--- src/rtl/mux4_rr_scheduler.sv ---
// mux4_rr_scheduler
// Round-robin scheduler that shares one 4:1 single-bit mux channel among four
// serial requesters. Each grant owns the channel for up to BURST_LEN beats.
// When a burst ends, the next winner is loaded on the same edge, so there is
// no idle cycle between bursts.
//
// Ports:
//   clk        rising-edge clock
//   rst_n      asynchronous active-low reset
//   req_in     per-requester channel request (bit i = requester i)
//   data_in    per-requester serial data bit (bit i = requester i)
//   sel_out    mux select of the current or last owner
//   grant_out  one-hot grant, all zero when idle
//   y          registered data bit of the granted requester
//   y_valid    y carries a transferred beat this cycle
//   busy       high while in BURST
//
// State  | Meaning
// IDLE   | no owner; waiting for any request
// BURST  | sel_out owns the channel; beats counted in count
module mux4_rr_scheduler #(
    parameter int BURST_LEN = 8,
    parameter int CNT_W     = 8
) (
    input  logic       clk,
    input  logic       rst_n,
    input  logic [3:0] req_in,
    input  logic [3:0] data_in,
    output logic [1:0] sel_out,
    output logic [3:0] grant_out,
    output logic       y,
    output logic       y_valid,
    output logic       busy
);

    typedef enum logic {IDLE = 1'b0, BURST = 1'b1} state_t;

    localparam logic [CNT_W-1:0] LAST_BEAT = CNT_W'(BURST_LEN - 1);

    state_t           state, state_n;
    logic [CNT_W-1:0] count, count_n;
    logic [1:0]       last_ptr, last_ptr_n;
    logic [1:0]       sel_n;
    logic [3:0]       grant_n;
    logic             y_n, y_valid_n;
    logic [1:0]       winner;
    logic             burst_end;

    // Search starts at ptr+1 and wraps, so ptr itself is checked last.
    // Iterating from the far end lets the earliest match overwrite later ones.
    function automatic logic [1:0] rr_pick(input logic [1:0] ptr,
                                           input logic [3:0] req);
        logic [1:0] idx;
        rr_pick = ptr;
        for (int k = 4; k >= 1; k--) begin
            idx = ptr + 2'(k);
            if (req[idx]) rr_pick = idx;
        end
    endfunction

    assign winner = rr_pick(last_ptr, req_in);

    always_ff @(posedge clk or negedge rst_n) begin
        if (!rst_n) begin
            state     <= IDLE;
            count     <= '0;
            last_ptr  <= 2'd3;
            sel_out   <= 2'b00;
            grant_out <= 4'b0000;
            y         <= 1'b0;
            y_valid   <= 1'b0;
            busy      <= 1'b0;
        end else begin
            state     <= state_n;
            count     <= count_n;
            last_ptr  <= last_ptr_n;
            sel_out   <= sel_n;
            grant_out <= grant_n;
            y         <= y_n;
            y_valid   <= y_valid_n;
            busy      <= (state_n == BURST);
        end
    end

    always_comb begin
        state_n    = state;
        count_n    = count;
        last_ptr_n = last_ptr;
        sel_n      = sel_out;
        grant_n    = grant_out;
        y_n        = y;
        y_valid_n  = 1'b0;
        burst_end  = 1'b0;

        case (state)
            IDLE: begin
                grant_n = 4'b0000;
                if (req_in != 4'b0000) begin
                    state_n    = BURST;
                    sel_n      = winner;
                    grant_n    = 4'b0001 << winner;
                    last_ptr_n = winner;
                    count_n    = '0;
                end
            end
            BURST: begin
                if (req_in[sel_out]) begin
                    y_n       = data_in[sel_out];
                    y_valid_n = 1'b1;
                    if (count == LAST_BEAT) burst_end = 1'b1;
                    else                    count_n   = count + 1'b1;
                end else begin
                    burst_end = 1'b1;
                end

                if (burst_end) begin
                    count_n = '0;
                    if (req_in != 4'b0000) begin
                        sel_n      = winner;
                        grant_n    = 4'b0001 << winner;
                        last_ptr_n = winner;
                    end else begin
                        state_n = IDLE;
                        grant_n = 4'b0000;
                    end
                end
            end
            default: state_n = IDLE;
        endcase
    end

endmodule

--- config.mk ---
export PLATFORM = sky130hd
export DESIGN_NAME = mux4_rr_scheduler
export DESIGN_NICKNAME = d
export VERILOG_FILES = /design/src/rtl/mux4_rr_scheduler.sv
export SDC_FILE = /design/constraint.sdc
export NUM_CORES = 1
export LEC_CHECK = 0
export ABC_AREA = 1
export CAP_MARGIN = 20
export CORE_ASPECT_RATIO = 0.75
export CORE_MARGIN = 1
export CORE_UTILIZATION = 40
export DETAILED_ROUTE_END_ITERATION = 8
export DONT_BUFFER_PORTS = 1
export GPL_ROUTABILITY_DRIVEN = 0
export GPL_TIMING_DRIVEN = 0
export PLACE_DENSITY_LB_ADDON = 0.3
export SYNTH_ARGS = -nofsm -noshare
export SYNTH_HDL_FRONTEND = slang
export SYNTH_SLANG_ARGS = --single-unit
--- constraint.sdc ---
create_clock -name clk -period 1.55 [get_ports clk]
set_clock_uncertainty 0.05 [all_clocks]
set_input_delay 0.31 -clock clk [delete_from_list [all_inputs] [get_ports clk]]
set_output_delay 0.31 -clock clk [all_outputs]
set_load 0.02 [all_outputs]
**After elaboration in Yosys (flattened, before gate mapping)**

Cells that the tools add are included.

- $add $sub $neg: 4
- Multipliers: 0
- Divide/modulo/power cells: 0
- $lt $le $gt $ge: 4
- Equal/unequal tests: 5
- Shifts and indexed selects: 1
- Mux-type cells: 35
- Bitwise gates (word level): 1
- Reductions and logical operators: 3

Operators by type and width:

| operator | number |
|---|---|
| two-way mux 8 bit | 4 |
| one-hot mux 8 bit (2 select lines) | 1 |
| two-way mux 2 bit | 7 |
| < comparator 2 x 3 -> 1 bit, second input constant | 4 |
| two-way mux 1 bit | 12 |
| binary-select mux 1 bit (select 2 bit) | 5 |
| adder 8 x 1 -> 8 bit, second input constant | 1 |
| equality test 8 x 3 -> 1 bit, second input constant | 1 |
| two-way mux 4 bit | 2 |
| one-hot mux 2 bit (2 select lines) | 2 |
| one-hot mux 4 bit (2 select lines) | 1 |
| adder 2 bit, second input constant | 2 |
| nonzero test 4 bit | 1 |
| left shift 1 x 2 -> 4 bit, first input constant | 1 |
| != test 3 x 1 -> 1 bit, second input constant | 1 |
| != test 3 x 2 -> 1 bit, second input constant | 1 |
| AND reduction 3 bit | 1 |
| adder 2 x 1 -> 2 bit, second input constant | 1 |
| != test 2 x 1 -> 1 bit, second input constant | 1 |
| != test 2 bit, second input constant | 1 |
| one-hot mux 1 bit (2 select lines) | 1 |
| AND reduction 2 bit | 1 |
| inverter 1 bit | 1 |

- Flip-flop bits (word level): 19
- Bits in latches: 0
- RAM bits: 0
- ROM bits: 0
- Bits of input ports: 10
- Output and inout port bits: 9
- Logic and storage cells: 60
- Memories kept: 0

**Depth between registers and ports, before layout**

Gate-level depths: netlist of the first run.

- Word-level depth: 10
- Gate-level depth with buffers: 12
- Mapped depth without buffers: 11

**Worst setup path after synthesis of the first run**

Ideal clock, no wire load.

- Path type: register to register
- From: reg last_ptr[0]
- To: reg grant_out[0]
- Library setup time: 0.117 ns
- Arrival: 1.265 ns
- Data required time: 1.383 ns
- Slack: 0.118 ns
- Cell stages (with the launch flop): 11
- Path buffers: 1
- Clock period less this slack: 1.432 ns
- Cell sequence: dfstp_2 -> buf_6 -> nand2_1 -> a21oi_1 -> nor2_2 -> nand2_2 -> nand2_1 -> nand2_2 -> nand2_2 -> nand3_1 -> nand2_1

- Longest elaborated chain between the ends: 10
- Elaborated cells between the ends (all ways): 16
- Those cells by class: add/sub (3); shift (1); mux (12)

Ends and longest elaborated chain:

| item | RTL line | text |
|---|---|---|
| start, declared | 42 | `logic [1:0] last_ptr, last_ptr_n;` |
| start signal, assigned | 76 | `last_ptr <= last_ptr_n;` |
| adder 2 bit | 56 | `idx = ptr + 2'(k);` |
| binary-select mux 1 bit (select 2 bit) | 57 | `if (req[idx]) rr_pick = idx;` |
| two-way mux 1 bit (not written as such) | 57 |  |
| two-way mux 2 bit (2 in a row) | 57 |  |
| two-way mux 2 bit * | 57 |  |
| left shift 1 x 2 -> 4 bit * | 101, 120 |  |
| two-way mux 4 bit * | 98, 118 |  |
| two-way mux 4 bit | 116 | `if (burst_end) begin` |
| one-hot mux 4 bit (2 select lines) * | 95 | `case (state)` |
| end signal, assigned | 78 | `grant_out <= grant_n;` |
| end, declared | 30 | `output logic [3:0] grant_out,` |

Every way passes the cells marked *; elsewhere a longest branch is shown, timed or not. The select of a mux whose other input is x is not followed.
A chain may end at the register's enable or synchronous reset.

**Worst setup path in the final report of the first run**

- From: reg last_ptr[1]
- To: reg grant_out[0]

The elaborated chain is that of the path after synthesis.

==> results.md, run 1 <==
- Max FO, Critical Path: 8
- Worst Path Required: 1660 ps
- Max clock buf depth: 2
- Worst-path cell chain: inv_2 > nand2_1 > nand2_4 > nand2_2 > nand2_2 > nand2_4 > nand2_4 > nand2_4 > nand2_4 > nand3_2 > nand2_1
- Slowest stage delay, CP: 580 ps
- Syn-to-layout area delta: 27.2%
- Hold_ws: approximately 220 ps
- RSZ-0062 raised after global routing: true
- Top FF cell, synth: dfrtp_1
- Max_cap viols: 0
- GR Util All Layers: between 10% and 20%
- Worst path arrival time: 1720 ps
- Worst path slowest cell: dfstp_2
- H-tree Lvls: 1
- CTS clk-pin slew, worst paths: roughly 70 ps
- Worst min path class: in2reg
- Die area: between 3000 and 4000 µm²
- Worst ir drop on vdd: 0.00117 V
- PD cells: approximately 2300 nW/µm²
- Share of the synthesized area in the top cell type: between 30% and 40%
- Leak: 0.702 nW
- Post-layout min period: about 1600 ps
- CTS tree: yes
- Drt pass-1 iters: 4
- Most frequent CP cell: nand2_4
- Status: finished, violations left
- CP Launch Point: last_ptr[1]
- Distinct cells, synth: 27
- DRT antenna net count: 0
- Detailed Route WL: ~2900 µm
- Psw: 0.00165 W
- Worst hold start: req_in[1]
- Buf/Inv on CP: 1
- Die Y: 48.3 µm
- CP startpoint kind: flop
- CTS sink count: 19
- Crit path max-delay family: simple AND/OR/NAND/NOR gates
- Synth Register Bits: 19
- Fillcell total: 248
- Post-synth EDFFs: 0
- Worst rel slew slack: 40.2%
- WL per Instance: 14.4 µm
- Commonest non-fill, non-tap cell in the layout: nand2_1
- Comb power frac: 61.0%
- Number of port buffers: 0
- Fin nets: 177
- Failing checks: setup timing
- HPWL after DPL: 1730 µm
- Clock latency on the worst-skew pair: 260 ps
- Internal cell power: 0.00164 W
- Synthesized area per cell: 7.58 µm²
- Die Wd: 63.8 µm
- Switching Share: 50.1%
- Ranking of synthesized cells by area: dfrtp_1 (37%), nand2_1 (16%), nand2_2 (6.0%), dfstp_2 (4.6%), inv_1 (4.6%)
- Cell Rows: 16
- Post-synth net total: ~160
- CTS root buf: clkbuf_8
- Initial antenna violation count: 0
- Clock power frac: 10.6%
- Antenna Cells: 0
- Number of buffers created by CTS: 3
- Post-synthesis cell count: 151
- CP Capture Type: flop
- Sequential fraction of the synthesis area: 41.7%
- I/O pin cnt: 19
- Fin worst setup slack: -65.6 ps
- Core area: 2660 µm²
- Reg2reg start: last_ptr[1]
- Initial DRC count: 67
- Placed cells: 187
- Setup violations, final: 6
- Initial Util: 43.0%
- Worst slew pin tran: 894 ps
- First-pass GRT wire length: 4460 µm
- Post-synth ARST share: 100%
- Layout cell share with drive strength beyond 1: approximately two fifths
- Post-route insts no fill: 201
- Count of final hold-check violations: 0
- Synth warn: 0
- Residual DRC: 0
- Commonest non-fill, non-tap cells in the layout: nand2_1 (33), nand2_2 (18), dfrtp_1 (15)
- Vias/cell: 5.18
- Vias in the first global route: 998
- Slew Limit Fails: 0
- Cell accounting for the most synthesized area: dfrtp_1
- Pin count of the biggest net entering global routing: 20
- Max Freq: 0.619 GHz
- Cell Area, Synth: 1140 µm²
- Total grt overflow: 0
- Final Cycle Share: 104%
- Total number of vias: 1041
- Sequential share of power: 28.4%
- Crit path kind: reg2reg
cells by family (layout without fill, tap and decap cells):
group	after synthesis	count (layout)	synth area share (%)
AND/OR/NAND/NOR	89	90	37.2
adder cells (fa/ha/maj)	1	1	1.09
flip-flops	19	19	41.7
buffers and inverters	20	33	8.09
XOR/XNOR	5	5	3.82
AO/OA/AOI/OAI	17	17	8.09
synth_stat cells (2+ instances only):
master,number
o21ai_0,5
o21ai_1,4
nand4_1,2
inv_1,14
nand2_1,49
a21oi_1,4
xor2_1,4
inv_2,3
nor3_1,2
nor2_1,10
dfstp_2,2
nand3_2,2
nand3_1,9
dfrtp_1,17
nand2_2,11
o22ai_1,2
power by group through the flow:
| stage | clock network (W) | registers [W] | logic (W) |
|---|---|---|---|
| 2_1_floorplan | 0 | 0.000897 | 0.00106 |
| 3_3_place_gp | 0 | 0.000921 | 0.00122 |
| 3_5_place_dp | 0 | 0.000927 | 0.00129 |
| 4_1_cts | 0.000361 | 0.000926 | 0.00150 |
| 5_1_grt | 0.000381 | 0.000952 | 0.00221 |
| 6_report | 0.000349 | 0.000933 | 0.00200 |
what timing repair did:
| action | in CTS | in global routing |
|---|---|---|
| pin swaps | 10 | 24 |
| gates resized for setup | 13 | 32 |
| cloned | 0 | 1 |
| hold buffers | 1 | 0 |
| endpoints found under the hold margin | 19 | 0 |
| setup endpoints to repair | 8 | 10 |
| setup buffers | 5 | 3 |
state kept, by name, indices dropped and copies added, names as in the netlist:
| name | cells |
|---|---|
| y_valid | 1 |
| last_ptr | 2 |
| grant_out | 4 |
| count | 8 |
| state | 1 |
| y | 1 |
| sel_out | 2 |
stage by stage:
stage,setup slack (ps),power (W),setup TNS [ps],utilization [%],cell area [µm²]
floorplan,118,0.00196,0,-,1140
global placement,10.8,0.00214,0,44.7,1190
detailed placement,-51.5,0.00221,-218,44.7,1190
CTS,-4.41,0.00279,-4.41,49.4,1320
global route,-118,0.00354,-798,54.7,1460
finish,-65.6,0.00329,-230,54.7,1460
path summary, 6_finish.rpt:
| kind | endpoint | slack (ps) | cells after the start |
|---|---|---|---|
| max | grant_out[0] | -70 | 11 |
| min | state | 220 | 2 |
| max reg2reg | grant_out[0] | -70 | 11 |
| min reg2reg | count[0] | 490 | 1 |
| max in group asynchronous | sel_out[0] | 270 | 1 |
| min in group asynchronous | count[0] | 570 | 1 |
routing by layer:
layer  global-route usage [%]  up-vias  routed length, µm
li1                         -      510                  -
met1                     25.3      493               1300
met2                     27.7       33               1380
met3                     6.13        5                171
met4                     5.68        0                 32
met5                        0        -                  0
area by class of cell:
type / count / area, µm² / share of cell area, %
multi-input cells: 113 / 709 / 48.7
flip-flops and latches: 19 / 480 / 33.0
inverters: 19 / 86.3 / 5.93
repair buffers: 9 / 73.8 / 5.07
well taps: 36 / 45.0 / 3.09
clock buffers: 3 / 41.3 / 2.84
plain buffers: 1 / 15.0 / 1.03
clock inverters: 1 / 5.00 / 0.344
No activity file was read; power rests on OpenSTA's default activity.
==> inputs of run 2 (changes only) <==
- clock period: 1.55 -> 1.5 ns (I/O delays scaled with it)
==> run 2 against run 1 <==
Net effect: the run still ends with setup timing left; core utilization up 2.2 points; via count down 0.86%; worst setup slack improved by 2.6 ps; combinational power is 9% higher; flip-flop and latch count is the same; routed wire length decreased by 1.9%.
==> results.md, run 2 (same netlist as run 1, synthesis figures left out) <==
- Status: finished, violations left
- Failing checks: setup timing
- Die Y: 48.3 µm (unchanged)
- Internal cell power: 0.00173 W (+5.5%)
- Max FFs per register: 8 (unchanged)
- Detailed Route WL: 2830 µm (-1.9%)
- CP Capture Type: flop
- Worst min path class: in2reg
- Largest Register: count
- CTS clk-pin slew, worst paths: 70 ps (about the same)
- CTS root buf: clkbuf_8
- Worst ir drop on vdd: 0.00124 V (+6.6%)
- Total number of vias: 1032 (-0.86%)
- Number of buffers created by CTS: 3 (unchanged)
- Total grt overflow: 0 (unchanged)
- Initial DRC count: 47 (-30%)
- Worst rel slew slack: 39.6% (-0.53 points)
- Final Util: 56.9% (+2.2 points)
- Vias/cell: 5.11 (-1.4%)
- Syn-to-layout area delta: 32.3%
- Initial antenna violation count: 0 (unchanged)
- Max FO, Critical Path: 6 (-2)
- I/O pin cnt: 19 (unchanged)
- Post-layout min period: 1560 ps (-52.6 ps)
- Die area: 3080 µm² (unchanged)
- Layout cell share with drive strength beyond 1: 41.6% (+1.6 points)
- DRT antenna net count: 0 (unchanged)
- Max Freq: 0.640 GHz (+3.4%)
- Vias in the first global route: 1018 (+2.0%)
- Commonest non-fill, non-tap cell in the layout: nand2_1
- Fin nets: 178 (+0.56%)
- Max clock buf depth: 2 (unchanged)
- Top flop regs: count: 8 flops, grant_out: 4 flops
- CP startpoint kind: flop
- Sequential share of power: 27.6% (-0.8 points)
- Clock power frac: 10.2% (-0.4 points)
- Clock latency on the worst-skew pair: 260 ps (about the same)
- Drt pass-1 iters: 4 (unchanged)
- CTS tree: yes
- WL per Instance: 14.0 µm (-2.4%)
- Commonest non-fill, non-tap cells in the layout: nand2_1 (31), nand2_4 (15), dfrtp_1 (15)
- Setup violations, final: 8 (+2)
- Core area: 2660 µm² (unchanged)
- Die Wd: 63.8 µm (unchanged)
- PD cells: 2320 nW/µm² (+2.7%)
- Number of port buffers: 0 (unchanged)
- Psw: 0.00178 W (+8.1%)
- Cell Rows: 16 (unchanged)
- Comb power frac: 62.2% (+1.2 points)
- Residual DRC: 0 (unchanged)
- H-tree Lvls: 1 (unchanged)
- Antenna Cells: 0 (unchanged)
- Fin worst setup slack: -63.0 ps (+2.61 ps)
- Worst slew pin tran: 902 ps (+7.98 ps)
- HPWL after DPL: 1730 µm (unchanged)
- Worst Path Required: 1610 ps (-50 ps)
- Final Cycle Share: 104% (about the same)
- Crit path kind: reg2reg
- Initial Util: 43.0% (unchanged)
- Max_cap viols: 0 (unchanged)
- Count of final hold-check violations: 0 (unchanged)
- RSZ-0062 raised after global routing: true
- Pin count of the biggest net entering global routing: 20 (unchanged)
- Hold_ws: 210 ps (-9.97 ps)
- GR Util All Layers: 19.0% (+0.46 points)
- Switching Share: 50.7% (+0.60 points)
- Leak: 0.736 nW (+4.8%)
- CTS sink count: 19 (unchanged)
- First-pass GRT wire length: 4590 µm (+2.9%)
- Slew Limit Fails: 0 (unchanged)
- Worst path arrival time: 1670 ps (-50 ps)
==> run 2: changes by cell type in the layout (fill, tap and decap cells not counted) <==
| cell | delta |
|---|---|
| nand2_4 | +6 |
| nand2_1 | -2 |
| ha_4 | +1 |
| nand2_2 | -4 |
| inv_2 | -3 |
| ha_2 | -1 |
| o21ai_0 | -2 |
| o21ai_1 | +2 |
| inv_4 | +4 |
==> run 2: path summary, 6_finish.rpt <==
kind                             startpoint      endpoint  slack, ps  cells past startpoint
worst min-delay path              req_in[1]         state        210                      2
worst max-delay path            last_ptr[0]  grant_out[1]        -60                     11
worst min register to register     count[0]      count[0]        500                      1
worst max register to register  last_ptr[0]  grant_out[1]        -60                     11
max in group asynchronous             rst_n    sel_out[0]        220                      1
min in group asynchronous             rst_n      count[0]        560                      1
==> run 2: worst max-delay path, stage by stage (launching register included) <==
cell     delay (ps)
dfstp_2         540
buf_8           130
buf_6           130
nand2_4          50
nand2_4          60
nand2_2          60
nand2_2          80
nand2_4          70
nand2_4          70
nand2_4          70
nand4_1          90
nand2_1          60
==> run 2: area by class of cell <==
cell class | instances | area (µm²)
plain buffers | 1 | 15.0
clock buffers | 3 | 41.3
clock inverters | 1 | 5.00
fillers | 234 | 1150
inverters | 19 | 93.8
multi-input cells | 113 | 754
flip-flops and latches | 19 | 480
well taps | 36 | 45.0
repair buffers | 9 | 73.8
repair inverters | 1 | 6.26
==> run 2: layer usage <==
metal  vias up  share of wire [%]  track usage (%)  wire (µm)
li1        519                  -                -          -
met1       480                 48             26.1       1350
met4         0                1.1             5.68         32
met5         -                  0                0          0
met2        28                 46             28.4       1300
met3         5                5.4             6.13        153
==> run 2: metrics by stage <==
stage          worst slack, ps  instance area [µm²]  total power (W)  cells  TNS [ps]
2_1_floorplan             68.1                 1140          0.00202    151         0
3_3_place_gp             -39.2                 1190          0.00221    187      -135
3_5_place_dp              -101                 1190          0.00229    187      -623
4_1_cts                  -45.8                 1350          0.00297    197      -145
5_1_grt                   -138                 1520          0.00378    202      -997
6_report                 -63.0                 1520          0.00351    202      -349
==> run 2: power by group through the flow <==
stage / registers [W] / logic, W / clock network [W]
3_3_place_gp: 0.000952 / 0.00126 / 0
6_report: 0.000968 / 0.00218 / 0.000359
4_1_cts: 0.000958 / 0.00164 / 0.000373
3_5_place_dp: 0.000957 / 0.00133 / 0
2_1_floorplan: 0.000927 / 0.00110 / 0
5_1_grt: 0.000989 / 0.00240 / 0.000394
==> run 2: repair_timing <==
item | in CTS | in global routing
setup buffers | 5 | 3
gates resized for setup | 23 | 35
endpoints found under the hold margin | 19 | 0
cloned | 0 | 2
pin swaps | 21 | 22
hold buffers | 1 | 0
endpoints found under the setup margin | 10 | 10
==> inputs of run 3 (changes only) <==
- CAP_MARGIN: 20 -> 15
- HOLD_SLACK_MARGIN: unset -> 0.02
==> results of run 3 <==
No change in the layout: final DEF, timing and power equal those of run 2.
